===== src/rtl/fifo_uart_tx.sv =====
// Drains a normal-mode byte FIFO onto an 8N1 UART line, LSB first; tx falls 3 cycles after a non-empty FIFO is seen.
// One rdreq per byte; enable only gates the start of a new byte, so a fetched byte is always sent in full.
module fifo_uart_tx #(
  parameter int unsigned BAUD_DIV = 434
) (
  input  logic       clk,
  input  logic       reset_n,
  input  logic       enable,
  input  logic       empty,
  input  logic [7:0] q,
  output logic       rdreq,
  output logic       tx,
  output logic       busy,
  output logic       byte_done
);

  typedef enum logic [2:0] {
    S_IDLE  = 3'd0,
    S_RD    = 3'd1,
    S_LATCH = 3'd2,
    S_START = 3'd3,
    S_DATA  = 3'd4,
    S_STOP  = 3'd5
  } state_t;

  localparam logic [15:0] BAUD_LAST = 16'(BAUD_DIV - 1);

  state_t      state;
  logic [15:0] baud_cnt;
  logic [7:0]  shift_reg;
  logic [2:0]  bit_idx;
  logic        bit_end;

  assign bit_end = (baud_cnt == BAUD_LAST);

  // Single-term decode of a registered state: no glitches on the FIFO read strobe.
  assign rdreq = (state == S_RD);

  always_ff @(posedge clk or negedge reset_n) begin
    if (!reset_n) begin
      state     <= S_IDLE;
      baud_cnt  <= 16'd0;
      shift_reg <= 8'd0;
      bit_idx   <= 3'd0;
      tx        <= 1'b1;
      busy      <= 1'b0;
      byte_done <= 1'b0;
    end else begin
      byte_done <= 1'b0;
      case (state)
        S_IDLE: begin
          tx <= 1'b1;
          if (enable && !empty) begin
            state <= S_RD;
            busy  <= 1'b1;
          end else begin
            busy  <= 1'b0;
          end
        end
        S_RD: begin
          busy  <= 1'b1;
          state <= S_LATCH;
        end
        S_LATCH: begin
          shift_reg <= q;
          baud_cnt  <= 16'd0;
          bit_idx   <= 3'd0;
          state     <= S_START;
        end
        S_START: begin
          tx <= 1'b0;
          if (bit_end) begin
            baud_cnt <= 16'd0;
            state    <= S_DATA;
          end else begin
            baud_cnt <= baud_cnt + 16'd1;
          end
        end
        S_DATA: begin
          tx <= shift_reg[0];
          if (bit_end) begin
            baud_cnt  <= 16'd0;
            shift_reg <= {1'b0, shift_reg[7:1]};
            bit_idx   <= bit_idx + 3'd1;
            if (bit_idx == 3'd7) state <= S_STOP;
          end else begin
            baud_cnt <= baud_cnt + 16'd1;
          end
        end
        S_STOP: begin
          tx <= 1'b1;
          if (bit_end) begin
            baud_cnt  <= 16'd0;
            byte_done <= 1'b1;
            state     <= S_IDLE;
          end else begin
            baud_cnt <= baud_cnt + 16'd1;
          end
        end
        default: state <= S_IDLE;
      endcase
    end
  end

endmodule


===== config.mk =====
export PLATFORM = sky130hd
export DESIGN_NAME = fifo_uart_tx
export DESIGN_NICKNAME = d
export VERILOG_FILES = /design/src/rtl/fifo_uart_tx.sv
export SDC_FILE = /design/constraint.sdc
export NUM_CORES = 1
export LEC_CHECK = 0
export ABC_AREA = 1
export ABC_CLOCK_PERIOD_IN_PS = 1800
export BUFFER_PORTS_ARGS = -buffer_cell sky130_fd_sc_hd__buf_2
export CORE_MARGIN = 8
export CORE_UTILIZATION = 40
export CTS_BUF_LIST = sky130_fd_sc_hd__clkbuf_4 sky130_fd_sc_hd__clkbuf_8 sky130_fd_sc_hd__clkbuf_16
export DETAILED_ROUTE_END_ITERATION = 10
export SYNTH_ARGS = -nofsm -noshare
export SYNTH_HDL_FRONTEND = slang
export SYNTH_SLANG_ARGS = --single-unit

===== constraint.sdc =====
create_clock -name clk -period 1.8 [get_ports clk]
set_input_delay 0.09 -clock clk [delete_from_list [all_inputs] [get_ports clk]]
set_output_delay 0.09 -clock clk [all_outputs]
set_load 0.01 [all_outputs]

==> results list <==
- The number of hold violations in the final report came to 0.
- Mapped Avg Cell Area: 6.96 sq um
* Starting utilization of the core area: 41.7%
- Relative to the synthesized area, the layout overhead comes to 13.2%.
* Final antenna-violating net count: 0
- Once placement completed, the tool counted placed cells totaling 366.
- Following the worst setup path forward leads to its endpoint at state[2].
- Final Max Tran Viols: 0
- Number of nets in the layout: 323
- Reg2Reg Setup Slack: 240 ps
- Static timing analysis puts the maximum clock frequency at 0.639 GHz.
- Detailed routing inserted a total of 1776 vias.
* Max Cap Viol: 0
- Drt pass-1 iters: 4
- Power dissipated by switching net loads: 1.13 mW
- The via count of the first global-routing pass was 1703.
- Once detailed placement completed, the half-perimeter wirelength came to 3380 microns.
- Netlist area before placement: 1980 sq um
- Entering global routing, the biggest net connects 34 pins.
- Sequential cells burn 38.9% of the power.
- GRT Resource Usage Total: 13.2%
* Ant diodes: 0
- After filler insertion, the fill cell instance count of the layout stands at 503.
- Cell area power density: 1220 nW/um^2
* Leakage power total: 1.18 nW
- Total clock buffers created by CTS: 5
- The first global-routing pass estimated 7890 microns of wire.
- The critical path goes through inv_1 > ha_1 > nand3_1 > nor2_1 > nand2_1 > nand2_2 > nand2_1 > nand2_1 > nand2_1.
* Total number of yosys warnings: 0
* Category of the most critical setup path: flop to flop
* Clock tree from TritonCTS: done
- Sum of routed wire length over all layers: 4590 microns
- WL/cell: 12.2 microns
- In this run the critical register-to-register path is captured at state[2].
- IR Drop Worst-Case VDD: 1030 uV
* RSZ-0062 raised after global routing: false
- The synthesized design contains 33 register bits.
* Max Root-Sink Buffers: 2
* # setup viols final: 0
- Type of origin of the critical path: flop
* Most common cell after layout, fill and taps aside: nand2_1
* Run status: finished clean
* Setup Total Neg Slack: 0 ps
- The share of the Yosys chip area taken by registers is 41.7%.
* CP endpoint kind: flop
- Largest register FFs: 16
- In this run the tool buffered the top-level ports with 15 buffer cells.
- After detailed routing, the number of vias per cell comes to 4.74.
* Count of distinct cell types in the synthesized netlist: 25
- Post-route DRC violation count: 0
- Min Clock Period, post-route: 1560 ps
* Post-route clock skew: 7.65 ps
- In the layout the commonest cells are 111 x nand2_1, 36 x nand3_1, 32 x dfrtp_1.
- The clock drives 33 sinks.
- Clock group share of total power: 21.7%
* Post-synth net total: 301
* Worst path slowest cell: dfrtp_1
* Share of the clock period used by the worst path: 86.9%
* Worst min-delay path category: input pin to flop
- Antenna violations before repair: 0
- In this run switching power makes up 41.1% of total power.
- Cell count of the worst reg-to-reg path: 9
- In this run the tightest slew margin relative to its limit is 50.2%.
- Measured along the x axis, the die boundary spans 86.4 microns.
- Arrival time of the worst setup path: 1740 ps
- Post-Synthesis Cells: 285
- Combinational share of power: 39.3%
* Actual slew at the worst max-slew pin: 747 ps
- Data required time at the worst endpoint: 1980 ps
- Origin of the worst setup path: baud_cnt[1]
- Ports: 16
- The die is 86.4 microns tall.
* Least setup slack across all paths after layout: 236 ps
* CP dominant cell by count: nand2_1
- The H-tree was split into 2 levels.
* Post-Layout Cell Count: 375
- Share of post-route cells with drive strength above 1: 13.0%
- Clock-pin slew was measured on the worst setup and hold paths at 70 ps.
- FF-to-FF Start: baud_cnt[1]
- Total Die Area: 7470 sq um
* Number of placement rows: 25
- Initial DRC Count: 72
- Pre-CTS setup slack: 256 ps
- Total gr overflow: 0
* Worst-skew pair later-pin latency: 290 ps
- The internal portion of the total power is 1.62 mW.
- Largest stage delay on the critical path: 410 ps
- CTS root buf: clkbuf_8
* Top fanout value on the critical path: 5
* Final GP Congestion: 0.817
- In this run the standard cell core region covers 4750 sq um.
## critical path: cells and delay by family, from the launching register on
family	cells	cell delay [ps]
adders and majority gates	1	190
buffers and inverters	1	70
and+or+nand+nor	7	790
DFF	1	410
## routing by layer
layer / vias to the layer above / global-route usage, % / wire (microns) / share of wire, %
met1: 804 / 17.1 / 2230 / 48
met5: - / 0 / 0 / 0
li1: 938 / - / - / -
met4: 0 / 3.76 / 46 / 1.0
met2: 29 / 20.6 / 2120 / 46
met3: 5 / 4.06 / 201 / 4.4
## how the worst min path moves through the flow
stage	to	slack, ps	cells past startpoint	from
final	shift_reg[7]	10	3	q[7]
after global routing	shift_reg[7]	40	3	q[7]
after CTS	shift_reg[7]	6	3	q[7]
after detailed placement	baud_cnt[3]	210	1	reset_n
after global placement	baud_cnt[3]	210	1	reset_n
after floorplan	baud_cnt[0]	-210	0	reset_n
## cell families (layout without fill, tap and decap cells)
logic type | Yosys count | count (layout) | synth area share [%]
AOI/OAI and AO/OA | 12 | 12 | 3.34
xor gates and xnor gates | 6 | 6 | 2.65
adders and majority gates | 4 | 4 | 2.52
buffers and inverters | 36 | 59 | 7.70
DFF | 33 | 33 | 41.7
and+or+nand+nor | 194 | 194 | 42.1
## metrics by stage
step | util (%) | power, mW | cell area (sq um) | hold slack, ps
final | 47.2 | 2.75 | 2240 | 13.6
after global routing | 47.2 | 2.95 | 2240 | 43.4
after CTS | 47.2 | 2.77 | 2240 | 6.46
after detailed placement | 45.1 | 2.17 | 2140 | 209
after global placement | 45.1 | 2.15 | 2140 | 207
after floorplan | - | 1.87 | 1980 | -206
## timing repair
action / CTS / global route
setup buffers: 0 / 0
endpoints found under the hold margin: 32 / 0
endpoints found under the setup margin: 0 / 0
gates resized for setup: 0 / 0
hold buffers: 1 / 0
## layout make-up
| type | instances | area, sq um | share of cell area (%) |
|---|---|---|---|
| clock buffer | 8 | 91.3 | 4.07 |
| inverter | 29 | 109 | 4.85 |
| multi-input combinational | 216 | 1000 | 44.7 |
| sequential | 33 | 827 | 36.8 |
| tap | 67 | 83.8 | 3.73 |
| timing repair buffer | 22 | 130 | 5.80 |
## power groups by stage
stage,sequential (mW),clock [mW],combinational [mW]
floorplan,1.05,0,0.813
global placement,1.08,0,1.08
detailed placement,1.08,0,1.09
CTS,1.07,0.609,1.10
global route,1.09,0.642,1.21
finish,1.07,0.598,1.08
## cells in the mapped netlist (all sizes together)
master	count	share of area, %
a21oi	1	0.25
buf	7	2.2
dfrtp	32	40
dfstp	1	1.3
ha	4	2.5
inv	29	5.5
nand2	114	22
nand3	38	10
nand3b	1	0.38
nand4	8	2.5
nor2	31	6.2
nor3	2	0.50
o21ai	10	2.7
o21bai	1	0.38
xnor2	1	0.44
xor2	5	2.2
Note: power is estimated with default switching activity, not from simulation.
